**src/rtl/broadcaster_masked_fifo.sv**
```systemverilog
// Masked broadcaster: one input transaction is copied into any subset of SIZE
// per-channel FIFOs. A stalled channel only blocks transactions that target it.
module broadcaster_masked_fifo #(
   parameter int    SIZE   = 8,
   parameter int    WIDTH  = 32,
   parameter int    DEPTH  = 4,
   parameter string SHARED = "yes"
) (
   input  logic                                          iCLK,
   input  logic                                          iRST,
   input  logic                                          iValid_AM,
   output logic                                          oReady_AM,
   input  logic [SIZE-1:0]                               iMask_AM,
   input  logic [((SHARED == "yes") ? WIDTH : SIZE*WIDTH)-1:0] iData_AM,
   output logic [SIZE-1:0]                               oValid_BM,
   input  logic [SIZE-1:0]                               iReady_BM,
   output logic [SIZE*WIDTH-1:0]                         oData_BM,
   output logic [SIZE*($clog2(DEPTH)+1)-1:0]             oLevel_BM
);

   localparam int PW = $clog2(DEPTH);
   localparam int CW = PW + 1;
   localparam logic [CW-1:0] FULL_CNT = CW'(DEPTH);

   logic [SIZE-1:0] full;
   logic            acc;

   // Ready looks only at registered fullness, so a same-cycle pop never frees a slot.
   assign oReady_AM = &(~iMask_AM | ~full);
   assign acc       = iValid_AM & oReady_AM;

   for (genvar gi = 0; gi < SIZE; gi++) begin : g_ch
      logic [WIDTH-1:0] mem_q [DEPTH];
      logic [PW-1:0]    wr_ptr_q, wr_ptr_d;
      logic [PW-1:0]    rd_ptr_q, rd_ptr_d;
      logic [CW-1:0]    count_q, count_d;
      logic [WIDTH-1:0] din;
      logic             push;
      logic             pop;

      if (SHARED == "yes") begin : g_shared
         assign din = iData_AM[WIDTH-1:0];
      end else begin : g_sliced
         assign din = iData_AM[gi*WIDTH +: WIDTH];
      end

      assign full[gi] = (count_q == FULL_CNT);
      assign push     = acc & iMask_AM[gi];
      assign pop      = (count_q != '0) & iReady_BM[gi];

      always_comb begin
         wr_ptr_d = wr_ptr_q;
         rd_ptr_d = rd_ptr_q;
         count_d  = count_q;
         if (push) wr_ptr_d = wr_ptr_q + 1'b1;
         if (pop)  rd_ptr_d = rd_ptr_q + 1'b1;
         case ({push, pop})
            2'b10:   count_d = count_q + 1'b1;
            2'b01:   count_d = count_q - 1'b1;
            default: count_d = count_q;
         endcase
      end

      always_ff @(posedge iCLK) begin
         if (iRST) begin
            wr_ptr_q <= '0;
            rd_ptr_q <= '0;
            count_q  <= '0;
         end else begin
            wr_ptr_q <= wr_ptr_d;
            rd_ptr_q <= rd_ptr_d;
            count_q  <= count_d;
         end
      end

      // Storage is not reset; a word only becomes visible through count.
      always_ff @(posedge iCLK) begin
         if (push && !iRST) mem_q[wr_ptr_q] <= din;
      end

      assign oValid_BM[gi]               = (count_q != '0);
      assign oData_BM[gi*WIDTH +: WIDTH] = mem_q[rd_ptr_q];
      assign oLevel_BM[gi*CW +: CW]      = count_q;
   end

endmodule

```
**config.mk**
```make
export PLATFORM = sky130hd
export DESIGN_NAME = broadcaster_masked_fifo
export DESIGN_NICKNAME = d
export VERILOG_FILES = /design/src/rtl/broadcaster_masked_fifo.sv
export SDC_FILE = /design/constraint.sdc
export NUM_CORES = 1
export LEC_CHECK = 0
export CAP_MARGIN = 10
export CORE_AREA = 2 2 290 235
export DETAILED_ROUTE_END_ITERATION = 6
export DIE_AREA = 0 0 292 237
export MAX_ROUTING_LAYER = met4
export PLACE_DENSITY = 0.84
export SLEW_MARGIN = 20
export SYNTH_ARGS = -nofsm -noshare
export SYNTH_HDL_FRONTEND = slang
export SYNTH_SLANG_ARGS = --single-unit
```
**constraint.sdc**
```tcl
create_clock -name iCLK -period 4.2 [get_ports iCLK]
set_input_delay 0.63 -clock iCLK [delete_from_list [all_inputs] [get_ports iCLK]]
set_output_delay 0.63 -clock iCLK [all_outputs]
set_load 0.005 [all_outputs]
```
==> results of run 1 <==
==> report_power, final <==
part	switching [mW]	internal [mW]
clock network	3.85	4.83
registers	0.663	12.6
logic	2.93	3.85
==> registers in the layout (all words and copies together) (netlist names), named ones only <==
name	flops
g_ch.mem_q	1024
g_ch.rd_ptr_q	16
g_ch.wr_ptr_q	16
g_ch.count_q	24
==> per-layer routing <==
metal / GRT usage (%) / vias up / share of wire (%)
li1: - / 8220 / -
met1: 39.4 / 10400 / 38
met2: 44.7 / 1074 / 49
met3: 6.15 / 173 / 9.5
met4: 8.51 / 0 / 3.2
met5: - / - / 0
==> cell type report <==
class                   instances  area (µm²)  share of cell area, %
inverters                      48         180                  0.371
repair buffers                413        3900                   8.05
flip-flops and latches       1096       32200                   66.4
well taps                     870        1090                   2.24
clock buffers                 124        2640                   5.45
clock inverters                60         475                  0.980
multi-input cells             548        8020                   16.5
==> synth_stat cells <==
cell	count
buf_1	18
a41oi_2	2
nor4bb_1	2
o31ai_1	16
or4_1	16
nor2_1	49
buf_6	1
clkbuf_1	30
fa_1	8
inv_1	48
mux4_2	256
edfxtp_1	1024
and2_1	8
xnor2_1	8
nor3_1	8
dfxtp_1	72
o311ai_4	1
o21ai_0	8
o311ai_2	1
a21oi_1	24
or3_1	16
ha_1	40
xor2_1	24
nand2_1	18
buf_4	2
nor3_2	1
buf_2	26
nand2b_1	8
and4_1	32
nand4_1	2
==> cell families after synthesis <==
group / synth area share (%)
AO/OA/AOI/OAI: 0.873
XOR/XNOR: 0.689
adder cells (fa/ha/maj): 1.62
buffers and inverters: 1.27
flip-flops: 79.1
multiplexers: 14.2
AND/OR/NAND/NOR: 2.30
==> path summary, 6_finish.rpt <==
check / from / to / slack, ps / cells past startpoint
setup / recovery: iMask_AM[6] / oReady_AM / 570 / 5
hold / removal: iData_AM[3] / g_ch[1].mem_q[3][3]$_DFFE_PP_ / 520 / 1
setup reg to reg: g_ch[3].count_q[1]$_SDFFE_PP0P_ / g_ch[7].mem_q[3][8]$_DFFE_PP_ / 920 / 7
hold reg to reg: g_ch[5].rd_ptr_q[1]$_SDFFE_PP0P_ / g_ch[5].rd_ptr_q[1]$_SDFFE_PP0P_ / 540 / 2
==> worst register-to-register path, delay by kind of cell, from the launching register on <==
kind	cells	cell delay [ps]
DFF	1	430
and+or+nand+nor	2	900
AOI/OAI and AO/OA	2	610
buffers and inverters	3	930
==> metrics by stage <==
step	util [%]	cell area, µm²	hold slack, ps	std cells	total power, mW
after detailed placement	68.3	45400	518	2974	20.2
after CTS	73.0	48500	528	3158	28.9
after global placement	68.3	45400	493	2974	20.0
after global routing	73.0	48500	515	3159	29.7
after floorplan	-	40700	485	1769	16.6
final	73.0	48500	520	3159	28.7
==> results.ini, run 1 <==
[clock_tree]
clock_path_buffers=3
post_cts_buffers=0
htreeDepth=3
clock_latency_ps=660
cts_sinks=1096
cts-root-buf=clkbuf_16
cts_resized=0
cts-hold-fix-buffers=0
cts_made_buffers=99
cts_tree=yes
clk_pin_slew_worst_paths_ps=60

[timing]
rsz0062_at_grt=no
worst_pin_slew_ps=1130
setup_viol=0
setup_tns_ps=0
fin_crit_sh_pct=86.5
skew_ps=27.3
maxSlewViolCount=0
max_slew_margin_pct=24.4
fin_crit_ps=3630
setup_ws_ps=568
max_freq_ghz=0.275
finalHoldViolations=0

[finish]
final_common_cell=edfxtp_1
layout_common_cells=1,024 x edfxtp_1, 329 x clkdlybuf4s50_1, 256 x mux4_2
drive_above_1_share_pct=22.1
n_fill_cell=3570
antennaDiodeCount=0
fin_nets=2305
area_growth_pct=19.2

[drt]
initialDrtViolationCount=2008
wl_per_cell_um=30.1
drcViolationCount=0
vias=19900
firstDrtPassIters=7
wl_mm=94.9
ant_nets=0
via_per_inst=6.28

[worst_setup_path]
critPathCaptureType=output port
worstPathCellList=clkdlybuf4s50_1 > nand2_1 > o311ai_4 > nor2_1 > clkdlybuf4s50_1
critical_path_class=in -> out
cpMostUsedCell=clkdlybuf4s50_1
path_delay_family=buffers and inverters
cp_num_buf_inv=2
cp_max_fo=34
cp_slowest_stage_delay_ps=920
worst_ep_arrival_time_ps=3000
crit_slowest_cell=o311ai_4
start_kind=input pin
required_ps=3570

[power_and_ir_drop]
cellPowerDensity_nw_per_um2=591
irDropWorstVdd_mv=0.402
leakagePower_nw=15.3

[grt]
grt_max_degree=73
grt_first_pass_wirelength_mm=138
antenna_found_initial=2
overflow=0
grt_pass1_vias=20500
grtUsageTotal_pct=28.8

[synthesis]
ys_seq_elements=1096
synth_seq_area_share_pct=79.1
synth.avg_cell_area_um2=23.0
synth_fp_nets=1868
synth_area_um2=40700
ys_warn_count=0
yosysTopAreaCellShare_pct=75.5
synth_area_leaders=edfxtp_1 76%, mux4_2 14%, dfxtp_1 3.5%
ys_types=30
synth_top_cell_by_area=edfxtp_1
netlist_instances=1769

[placement]
gp_congestion=0.843
io_buffers=339
post-place-ws_ps=205
hpwl_mm=54.6

[floorplanning]
num_rows=85
start_util_pct=61.2
io_pins=340
die_h_um=237
die_x_um=292
coreArea_um2=66500
dieArea_um2=69200

[run_status]
status=finished clean

[job]
maxCapViolations=0

[min_path]
hp-class=in -> reg

Note: power is estimated with default switching activity, not from simulation.
==> inputs of run 2 (changes only) <==
--- a/config.mk
+++ b/config.mk
@@ -6,11 +6,11 @@
 export NUM_CORES = 1
 export LEC_CHECK = 0
 export CAP_MARGIN = 10
-export CORE_AREA = 2 2 290 235
+export CORE_AREA = 2 2 316 256
 export DETAILED_ROUTE_END_ITERATION = 6
-export DIE_AREA = 0 0 292 237
+export DIE_AREA = 0 0 318 258
 export MAX_ROUTING_LAYER = met4
-export PLACE_DENSITY = 0.84
+export PLACE_DENSITY = 0.75
 export SLEW_MARGIN = 20
 export SYNTH_ARGS = -nofsm -noshare
 export SYNTH_HDL_FRONTEND = slang
==> constraint.sdc (replaced) <==
create_clock -name iCLK -period 2.98 [get_ports iCLK]
set_input_delay 0.447 -clock iCLK [delete_from_list [all_inputs] [get_ports iCLK]]
set_output_delay 0.447 -clock iCLK [all_outputs]
set_load 0.005 [all_outputs]
==> run 2 against run 1 <==
Core utilization is 9.8 points lower. Final cell count increased by 8.0%. Critical path depth down 2. Critical path type is now reg -> out. Largest cell class unchanged.
==> results.ini, run 2 (synthesis results as in run 1) <==
[worst_setup_path]
r2r_end=g_ch[7].count_q[2]$_SDFFE_PP0P_
critPathCaptureType=output port
start_kind=register
reg2reg_from=g_ch[6].count_q[2]$_SDFFE_PP0P_
cp_max_fo=11
crit_end=oData_BM[142]
critical_path_class=reg -> out
worst_ep_arrival_time_ps=2430
required_ps=2530
rr_worst_depth=10
regToRegSetupSlack_ps=220

[drt]
initialDrtViolationCount=2271
via_per_inst=5.82
top_layer=met4
met2WireLength_mm=44.4
met3WireLength_mm=6.77
met1Wirelength_mm=40.4
ant_nets=0
vias=19900
drcViolationCount=0
firstDrtPassIters=5
wl_mm=93.1
wl_per_cell_um=27.3

[floorplanning]
die_h_um=258
coreArea_um2=79200
start_util_pct=51.4
dieArea_um2=82000
num_rows=93
io_pins=340
die_x_um=318

[timing]
setup_tns_ps=0
max_freq_ghz=0.347
maxSlewViolCount=0
skew_ps=25.5
setup_viol=0
fin_crit_ps=2880
finalHoldViolations=0
rsz0062_at_grt=no
hold_ws_ps=486
worst_pin_slew_ps=746
fin_crit_sh_pct=96.7
max_slew_margin_pct=50.2

[clock_tree]
htreeDepth=3
clk_pin_slew_worst_paths_ps=60
cts_made_buffers=103
clock_path_buffers=3
cts-root-buf=clkbuf_16
cts_sinks=1096
cts_tree=yes
clock_latency_ps=660
cts-hold-fix-buffers=0

[placement]
io_buffers=339
hpwl_mm=55.9
gp_congestion=0.815

[finish]
fin_nets=2378
antennaDiodeCount=0
largest_register_ffs=1024
final_common_cell=edfxtp_1
area_growth_pct=23.0
largest_register=g_ch.mem_q
final_util_pct=63.2
reg_top3=g_ch.mem_q x1024, g_ch.count_q x24
drive_above_1_share_pct=24.5
layout_common_cells=1,024 x edfxtp_1, 334 x clkdlybuf4s50_1, 256 x mux4_2

[grt]
grtUsageTotal_pct=23.3
grt_max_degree=73
overflow=0
grt_pass1_vias=20100
grt_first_pass_wirelength_mm=136
antenna_found_initial=3

[min_path]
hp-class=in -> reg

[power_and_ir_drop]
leakagePower_nw=15.9
fin_total_pwr_mw=41.6
cellPowerDensity_nw_per_um2=832
irDropWorstVdd_mv=0.506

[job]
maxCapViolations=0

[run_status]
status=finished clean

==> run 2: cell types whose count changed in the layout (fill, tap and decap cells not counted), moves of 5 or more <==
| cell | delta |
|---|---|
| buf_12 | +40 |
| buf_2 | -9 |
| inv_6 | +5 |
| buf_4 | +25 |
| clkdlybuf4s50_1 | +5 |
| clkbuf_16 | +7 |
| clkinv_2 | -8 |
==> run 2: worst min path at each step <==
stage	end	startpoint	depth (start not counted)	slack [ps]
global placement	g_ch[0].count_q[2]$_SDFFE_PP0P_	g_ch[0].count_q[2]$_SDFFE_PP0P_	2	500
detailed placement	g_ch[3].rd_ptr_q[1]$_SDFFE_PP0P_	g_ch[3].rd_ptr_q[1]$_SDFFE_PP0P_	2	510
finish	g_ch[1].count_q[0]$_SDFFE_PP0P_	iRST	3	490
CTS	g_ch[1].count_q[0]$_SDFFE_PP0P_	iRST	3	440
global route	g_ch[3].rd_ptr_q[0]$_SDFFE_PP0P_	iRST	3	490
floorplan	register	g_ch[7].rd_ptr_q[1]$_SDFFE_PP0P_	2	480
==> run 2: per-layer routing <==
layer  vias to the layer above  track usage (%)
met2                       821             35.5
met3                       101             4.04
met4                         0             4.74
met1                     10600             33.7
li1                       8371                -
met5                         -                -
==> run 2: area by class of cell <==
type / instances / area, µm²
Clock buffer: 127 / 2720
Tap cell: 1045 / 1310
Fill cell: 5132 / 29200
Sequential cell: 1096 / 32200
Multi-Input combinational cell: 548 / 8030
Inverter: 48 / 180
Timing Repair Buffer: 482 / 5040
Clock inverter: 65 / 587
==> run 2: through the flow <==
| step | setup WS (ps) | cells | cell area, µm² |
|---|---|---|---|
| 4_1_cts | 6.12 | 3394 | 49900 |
| 6_report | 99.0 | 3411 | 50100 |
| 2_1_floorplan | 299 | 1769 | 40700 |
| 3_3_place_gp | -179 | 3202 | 46600 |
| 5_1_grt | 2.78 | 3411 | 50100 |
| 3_5_place_dp | -282 | 3202 | 46600 |
==> run 2: worst max-delay path, stage by stage (launching register included) <==
cell             delay [ps]
dfxtp_4                 470
buf_12                  190
mux4_2                  560
clkdlybuf4s50_1         560
==> run 2: repair_timing <==
action | CTS | global route
resized for setup | 9 | 3
pin swaps | 0 | 0
setup endpoints to repair | 71 | 26
cloned | 0 | 2
buffers inserted | 0 | 15
==> run 2: power breakdown <==
group / switching (mW) / internal [mW]
logic: 4.65 / 5.97
registers: 0.526 / 17.7
clock network: 5.53 / 7.29
==> inputs of run 3 (changes only) <==
--- a/config.mk
+++ b/config.mk
@@ -6,11 +6,11 @@
 export NUM_CORES = 1
 export LEC_CHECK = 0
 export CAP_MARGIN = 10
-export CORE_AREA = 2 2 316 256
+export CORE_AREA = 2 2 300 242
 export DETAILED_ROUTE_END_ITERATION = 6
-export DIE_AREA = 0 0 318 258
+export DIE_AREA = 0 0 302 244
 export MAX_ROUTING_LAYER = met4
-export PLACE_DENSITY = 0.75
+export PLACE_DENSITY = 0.79
 export SLEW_MARGIN = 20
 export SYNTH_ARGS = -nofsm -noshare
 export SYNTH_HDL_FRONTEND = slang
==> constraint.sdc (replaced) <==
create_clock -name iCLK -period 3.1 [get_ports iCLK]
set_input_delay 0.465 -clock iCLK [delete_from_list [all_inputs] [get_ports iCLK]]
set_output_delay 0.465 -clock iCLK [all_outputs]
set_load 0.005 [all_outputs]
==> run 3 against run 2 <==
Flip-flop and latch count unchanged. Non-clock buffer count decreased by 10. Worst setup slack got worse by 36 ps. Worst hold slack got worse by 160 ps. Final area decreased by 0.76%. Total power decreased by 4.7%. Highest routed layer unchanged. Largest power group unchanged. Sequential share of layout area increased by 0.50 points. Sequential power decreased by 4%. Clock-buffer cell count increased by 1.
==> results.ini, run 3 (synthesis results as in run 1) <==
[run_status]
status=finished clean

[finish]
instances_no_fill=3289
drive_above_1_share_pct=23.7
reg_top3=g_ch.mem_q x1024, g_ch.count_q x24
seq_area_um2=32200
final_common_cell=edfxtp_1
fin_nets=2366
largest_register_ffs=1024
multi_input_area_um2=8030
layout_common_cells=1,024 x edfxtp_1, 338 x clkdlybuf4s50_1, 256 x mux4_2
final_util_pct=70.6
largest_register=g_ch.mem_q
stdcell_area_um2=49700
area_growth_pct=22.1
n_fill_cell=3886

[worst_setup_path]
cp_max_fo=16
rr_worst_depth=12
regToRegSetupSlack_ps=350
r2r_end=g_ch[7].count_q[2]$_SDFFE_PP0P_
start_kind=register
worst_ep_arrival_time_ps=2570
required_ps=2630
reg2reg_from=g_ch[5].count_q[2]$_SDFFE_PP0P_
critPathCaptureType=output port
critical_path_class=reg -> out

[clock_tree]
cts_tree=yes
cts_made_buffers=101
cts_sinks=1096
clk_pin_slew_worst_paths_ps=70
cts-root-buf=clkbuf_16
htreeDepth=3
clock_latency_ps=670
clock_path_buffers=3

[placement]
io_buffers=339
dpl.cell_count=3094
placed_area_um2=46500
hpwl_mm=55.9
gp_congestion=0.806
post-place-ws_ps=-202

[min_path]
whs_path_depth=3
hp-start=iRST
hp-class=in -> reg
hold_end=g_ch[1].count_q[1]$_SDFFE_PP0P_

[timing]
maxSlewViolCount=0
finalHoldViolations=0
worst_pin_slew_ps=622
fin_crit_ps=3040
fin_crit_sh_pct=98.0
max_freq_ghz=0.329
setup_viol=0
rsz0062_at_grt=no
skew_ps=22.9
max_slew_margin_pct=58.4
setup_ws_ps=62.8

[grt]
grt_first_pass_wirelength_mm=145
overflow=0
grt_max_degree=73
grt_pass1_vias=20900
grtUsageTotal_pct=28.3
antenna_found_initial=2

[floorplanning]
num_rows=87
die_h_um=244
dieArea_um2=73700
start_util_pct=57.8
io_pins=340
coreArea_um2=70400
die_x_um=302

[power_and_ir_drop]
sw_frac_of_total_pct=26.3
p_int_mw=29.3
pwr-share-comb_pct=25.6
fin_total_pwr_mw=39.7
irDropWorstVdd_mv=0.511
p_switching_mw=10.4
cellPowerDensity_nw_per_um2=799
leakagePower_nw=15.8
sequentialPowerShare_pct=44.2
clockPowerShare_pct=30.2

[drt]
wl_mm=99.4
drcViolationCount=0
ant_nets=0
vias=20600
initialDrtViolationCount=2340
wl_per_cell_um=30.2
firstDrtPassIters=5
via_per_inst=6.25

[job]
maxCapViolations=0

[run 3: changes by cell type in the layout (fill, tap and decap cells not counted), sizes merged, moves of 2 or more]
cell           before  now
clkinv             40   46
bufinv              9    7
buf               142  134
dlygate4sd2         2    0
inv                55   51
clkinvlp            9    6
clkdlybuf4s50     334  338
dlymetal6s2s        2    0
[run 3: worst max-delay path, stage by stage (launching register included)]
cell and delay (ps):
dfxtp_2 650, buf_4 320, mux4_2 380, clkdlybuf4s50_1 550
[run 3: metal layers]
metal	vias to the layer above	global-route usage, %	part of all wire (%)	wire, µm
met5	-	-	0	0
met1	10800	39.2	38	37700
li1	8360	-	-	-
met3	143	5.45	10	10100
met2	1285	44.8	50	49600
met4	0	5.77	2.0	2030
[run 3: cell type report]
cell class,count,area share [%]
antenna,1,0.00504
sequential,1096,64.8
tap,934,2.35
inverter,48,0.363
clock buffer,128,5.29
clock inverter,62,1.10
multi-input combinational,548,16.2
timing repair buffer,472,9.91
[run 3: power by group through the flow]
stage               Sequential (mW)  Clock (mW)  Combinational [mW]
floorplan                      17.6           0                4.87
global placement               17.7           0                9.85
detailed placement             17.8           0                10.0
CTS                            17.5        12.1                10.2
global route                   17.6        12.7                10.7
finish                         17.5        12.0                10.2
[run 3: how the worst max path moves through the flow]
| stage | from | to | slack, ps |
|---|---|---|---|
| 2_1_floorplan | iMask_AM[7] | g_ch[0].mem_q[0][0]$_DFFE_PP_ | 400 |
| 3_3_place_gp | iMask_AM[6] | g_ch[6].count_q[2]$_SDFFE_PP0P_ | -70 |
| 3_5_place_dp | iMask_AM[6] | g_ch[7].count_q[2]$_SDFFE_PP0P_ | -200 |
| 4_1_cts | g_ch[7].count_q[0]$_SDFFE_PP0P_ | oReady_AM | 0.2 |
| 5_1_grt | register | oData_BM[149] | 10 |
| 6_report | register | oData_BM[146] | 60 |
[run 3: repair_timing]
action,in CTS,in global routing
gates resized for setup,4,4
endpoints found under the setup margin,30,1
hold buffers,0,0
pin swaps,0,2
buffers inserted,0,4
[run 3: through the flow]
stage	TNS [ps]	hold slack [ps]
floorplan	0	485
global placement	-428	496
detailed placement	-16480	510
CTS	0	276
global route	0	310
finish	0	323
